<file path="config.mk">
export PLATFORM = sky130hd
export DESIGN_NAME = ff_bank_shift
export DESIGN_NICKNAME = d
export VERILOG_FILES = /design/src/rtl/ff_bank_shift.sv
export SDC_FILE = /design/constraint.sdc
export NUM_CORES = 1
export LEC_CHECK = 0
export BUFFER_PORTS_ARGS = -buffer_cell sky130_fd_sc_hd__buf_2
export CAP_MARGIN = 5
export CORE_UTILIZATION = 48
export CTS_CLUSTER_SIZE = 8
export DETAILED_ROUTE_END_ITERATION = 10
export PLACE_DENSITY = 0.76
export SYNTH_ARGS = -nofsm -noshare
export SYNTH_HDL_FRONTEND = slang
export SYNTH_SLANG_ARGS = --single-unit
</file>
<file path="constraint.sdc">
create_clock -name clk -period 1.86 [get_ports clk]
set_input_delay 0.186 -clock clk [delete_from_list [all_inputs] [get_ports clk]]
set_output_delay 0.186 -clock clk [all_outputs]
set_load 0.005 [all_outputs]
</file>
<file path="src/rtl/ff_bank_shift.sv">
// ff_bank_shift: parametrised register bank with hold, load, shift, rotate,
// toggle and arithmetic-shift modes. It has serial taps at both ends, a
// registered change flag and a combinational zero flag.
module ff_bank_shift #(
  parameter int              WIDTH       = 8,
  parameter logic [WIDTH-1:0] RESET_VALUE = '0,
  parameter logic [WIDTH-1:0] SET_VALUE   = '1
) (
  input  logic             clk,
  input  logic             reset,
  input  logic             set,
  input  logic             en,
  input  logic [2:0]       mode,
  input  logic [WIDTH-1:0] d,
  input  logic             sin_l,
  input  logic             sin_r,
  output logic [WIDTH-1:0] q,
  output logic             sout_l,
  output logic             sout_r,
  output logic             changed,
  output logic             zero
);

  // Operation encodings for the mode input.
  typedef enum logic [2:0] {
    MODE_HOLD   = 3'b000,
    MODE_LOAD   = 3'b001,
    MODE_SHL    = 3'b010,
    MODE_SHR    = 3'b011,
    MODE_ROTL   = 3'b100,
    MODE_ROTR   = 3'b101,
    MODE_TOGGLE = 3'b110,
    MODE_ASR    = 3'b111
  } bankMode_e;

  bankMode_e        modeSel;
  logic [WIDTH-1:0] bank_q;
  logic [WIDTH-1:0] bank_d;
  logic [WIDTH-1:0] modeResult;
  logic             changed_q;
  logic             changed_d;

  assign modeSel = bankMode_e'(mode);

  // Compute the value the selected mode would produce from the current bank.
  always_comb begin
    modeResult = bank_q;
    unique case (modeSel)
      MODE_HOLD:   modeResult = bank_q;
      MODE_LOAD:   modeResult = d;
      MODE_SHL:    modeResult = {bank_q[WIDTH-2:0], sin_r};
      MODE_SHR:    modeResult = {sin_l, bank_q[WIDTH-1:1]};
      MODE_ROTL:   modeResult = {bank_q[WIDTH-2:0], bank_q[WIDTH-1]};
      MODE_ROTR:   modeResult = {bank_q[0], bank_q[WIDTH-1:1]};
      MODE_TOGGLE: modeResult = bank_q ^ d;
      MODE_ASR:    modeResult = {bank_q[WIDTH-1], bank_q[WIDTH-1:1]};
      default:     modeResult = bank_q;
    endcase
  end

  // Set outranks the enable. Reset is handled in the register itself, so
  // here only set/en/mode decide the next bank value and whether it changes.
  always_comb begin
    bank_d    = bank_q;
    changed_d = 1'b0;
    if (set) begin
      bank_d = SET_VALUE;
    end else if (en) begin
      bank_d = modeResult;
    end
    changed_d = (bank_d != bank_q);
  end

  // State register with synchronous reset taking priority over everything.
  always_ff @(posedge clk) begin
    if (reset) begin
      bank_q    <= RESET_VALUE;
      changed_q <= 1'b0;
    end else begin
      bank_q    <= bank_d;
      changed_q <= changed_d;
    end
  end

  assign q       = bank_q;
  assign changed = changed_q;
  assign sout_l  = bank_q[WIDTH-1];
  assign sout_r  = bank_q[0];
  assign zero    = (bank_q == '0);

endmodule
</file>
==> flow_metrics.tcl <==
set metrics [dict create \
    ys_ff_latch 9 \
    power.switching_w 0.000256 \
    synthCells 152 \
    fmax_mhz 559 \
    h-tree-depth 1 \
    cts_tree "done" \
    power_density_mw_per_mm2 514 \
    die_width_um 51.4 \
    clock_path_buffers 2 \
    syn_area_per_cell_um2 7.71 \
    syn_to_final_growth_pct 15.3 \
    synth.most_common_cell "nor2_1" \
    cts_resized 0 \
    fin_nets 199 \
    synth_common_cells "nor2_1 (17), a211oi_1 (11), a21oi_1 (11)" \
    cts_hold_buf 0 \
    ys.flop_type "dfxtp_1" \
    ant_nets 0 \
    netlist_top_cells_area "dfxtp_1 (15%), a211oi_1 (7.0%), nor2_1 (5.4%)" \
    cap_viol_max_count 0 \
    yosysTopAreaCell "dfxtp_1" \
    final_layout_size_suffix_gt1_share_pct 35.4 \
    outcome "finished, final reports clean" \
    post-route-util_pct 59.9 \
    netlist_area_mm2 0.00117 \
    slew-limit-headroom_pct 66.6 \
    antennaDiodeCount 0 \
    dr.pass1.iters 4 \
    drc 0 \
    place_hpwl_mm 2.54 \
    synth_xor_area_share_pct 2.24 \
    crit_fanout 8 \
    synth.top_cell.area_share_pct 15.4 \
    multi_input_area_um2 823 \
    core_mm2 0.00225 \
    clkTransAtPathRegs_ns 0.06 \
    vias 1312 \
    crit_type "flip-flop to flip-flop" \
    worstPathRequired_ns 2.03 \
    grt_max_degree 18 \
    pwr-share-clk_pct 21.4 \
    p_int_w 0.000439 \
    wl_met1_mm 1.44 \
    initial_core_util_pct 52.0 \
    comb_power_share_pct 44.6 \
    clock-sinks 9 \
    place_area_mm2 0.00131 \
    synth_edf_count 0 \
    synth-simple-area-share_pct 25.2 \
    synth_compound_area_share_pct 37.9 \
    yosysWarnings 0 \
    dr.first_iter.drc_count 35 \
    final_hold_viol_count 0 \
    p_total_w 0.000695 \
    skew_ns 0.000526 \
    synthArstFlopShare_pct 0 \
    grt_pass1_vias 1200 \
    cts_buffers 3 \
    min_path_type "input pin to flip-flop" \
    antenna_found_initial 0 \
    clock_latency_ns 0.26 \
    p_seq_share_pct 34.0 \
    slew_viol_final 0 \
    ys_seq_area_share_pct 15.4 \
    cp.arrival_ns 1.95 \
    setup_violations 0 \
    synth.mux.area_fraction_pct 2.99 \
    period_share_pct 96.2 \
    avgRoutedWirePerCell_um 15.5 \
    via_per_inst 6.28 \
    switching_share_pct 36.8 \
    fin_area_mm2 0.00135 \
    crit_path_start_kind "flip-flop" \
    rsz0062_at_grt "false" \
    top_layer_used "met4" \
    fillers 241 \
    wl_mm 3.24 \
    portBuffers 28 \
    grt_util_all_layers_pct 27.5 \
    yosys.area_share.adder_pct 0 \
    regArea_um2 184 \
    synth_nets 169 \
    die_area_mm2 0.00264 \
    cp-end-kind "flip-flop" \
    row_count 17 \
    grt_pass1_wl_mm 5.51 \
    wl_met2_mm 1.49 \
    vdd_drop_max_v 0.000488 \
    clockRootBuffer "clkbuf_4" \
    synth.distinct_cells 50 \
    synth_top_family_by_area "compound AO/OA/AOI/OAI gates" \
    period_needed_ns 1.79 \
    io_pins 29 \
    gp_congestion 0.984 \
    tns_ns 0 \
    die-height_um 51.4 \
    wl_met3_um 218 \
    gr-total-overflow 0 \
    p_leak_nw 0.553 \
    post_cts_buffers 0 \
    tightest_slew_ns 0.494 \
]
## cell type report
class	instances	area share (%)
Sequential cell	9	13.6
Timing Repair Buffer	44	19.3
Inverter	6	1.67
Multi-Input combinational cell	118	60.9
Tap cell	28	2.59
Clock buffer	4	1.94
## cell usage in the layout, fill, tap and decap left out, types with 3 or more instances in the layout
| cell | Yosys | routed |
|---|---|---|
| buf_2 | 3 | 28 |
| nor2_1 | 17 | 17 |
| buf_4 | 5 | 16 |
| a211oi_1 | 11 | 11 |
| a21oi_1 | 11 | 10 |
| o21ai_0 | 8 | 8 |
| nand2_1 | 6 | 6 |
| nand2b_1 | 6 | 6 |
| inv_1 | 6 | 6 |
| dfxtp_1 | 9 | 6 |
| o211ai_1 | 4 | 4 |
| o21a_1 | 4 | 4 |
| nor4_1 | 4 | 4 |
| a21boi_0 | 3 | 3 |
| nand4_1 | 3 | 3 |
| clkbuf_4 | 1 | 3 |
| dfxtp_2 | 0 | 3 |
## state kept, by name, summed over array words and instances, names as in the netlist
| register | count |
|---|---|
| q | 8 |
| changed | 1 |
## worst paths after layout
path	from	to	slack (ns)	depth (start not counted)
worst max register to register	q[3]	changed	0.07	6
worst min-delay path	reset	q[1]	0.22	2
worst min register to register	q[1]	q[1]	0.64	2
worst max-delay path	q[3]	changed	0.07	6
## metrics by stage
step	worst slack [ns]	instances	hold slack [ns]
floorplan	0.0791	152	0.398
global placement	-0.0344	206	0.484
detailed placement	-0.229	206	0.489
CTS	0.0208	210	0.218
global route	0.00661	209	0.226
finish	0.0711	209	0.217
## power by group through the flow
stage | sequential (W) | combinational [W] | clock (W)
floorplan | 0.000232 | 0.000222 | 0
finish | 0.000236 | 0.000310 | 0.000149
global placement | 0.000235 | 0.000297 | 0
detailed placement | 0.000235 | 0.000306 | 0
CTS | 0.000231 | 0.000307 | 0.000153
global route | 0.000239 | 0.000340 | 0.000170
## metal layers
layer  up-vias  GRT usage (%)
met5         -              0
met2        63           43.9
met1       599           35.9
met4         0           9.01
li1        640              -
met3        10           6.25
## logic make-up (layout without fill, tap and decap cells)
| logic type | count (synthesis) | count (layout) |
|---|---|---|
| buffers and inverters | 25 | 54 |
| and+or+nand+nor | 53 | 53 |
| DFF | 9 | 9 |
| muxes | 3 | 3 |
| xor gates and xnor gates | 3 | 3 |
| AOI/OAI and AO/OA | 59 | 59 |
## worst max-delay path: stages (launching register included)
cell      delay (ns)
dfxtp_2         0.43
nand2_1         0.10
o32ai_1         0.27
a21oi_1         0.11
mux2_4          0.31
o2111a_1        0.23
a41oi_1         0.25
No activity file was read; power rests on OpenSTA's default activity.
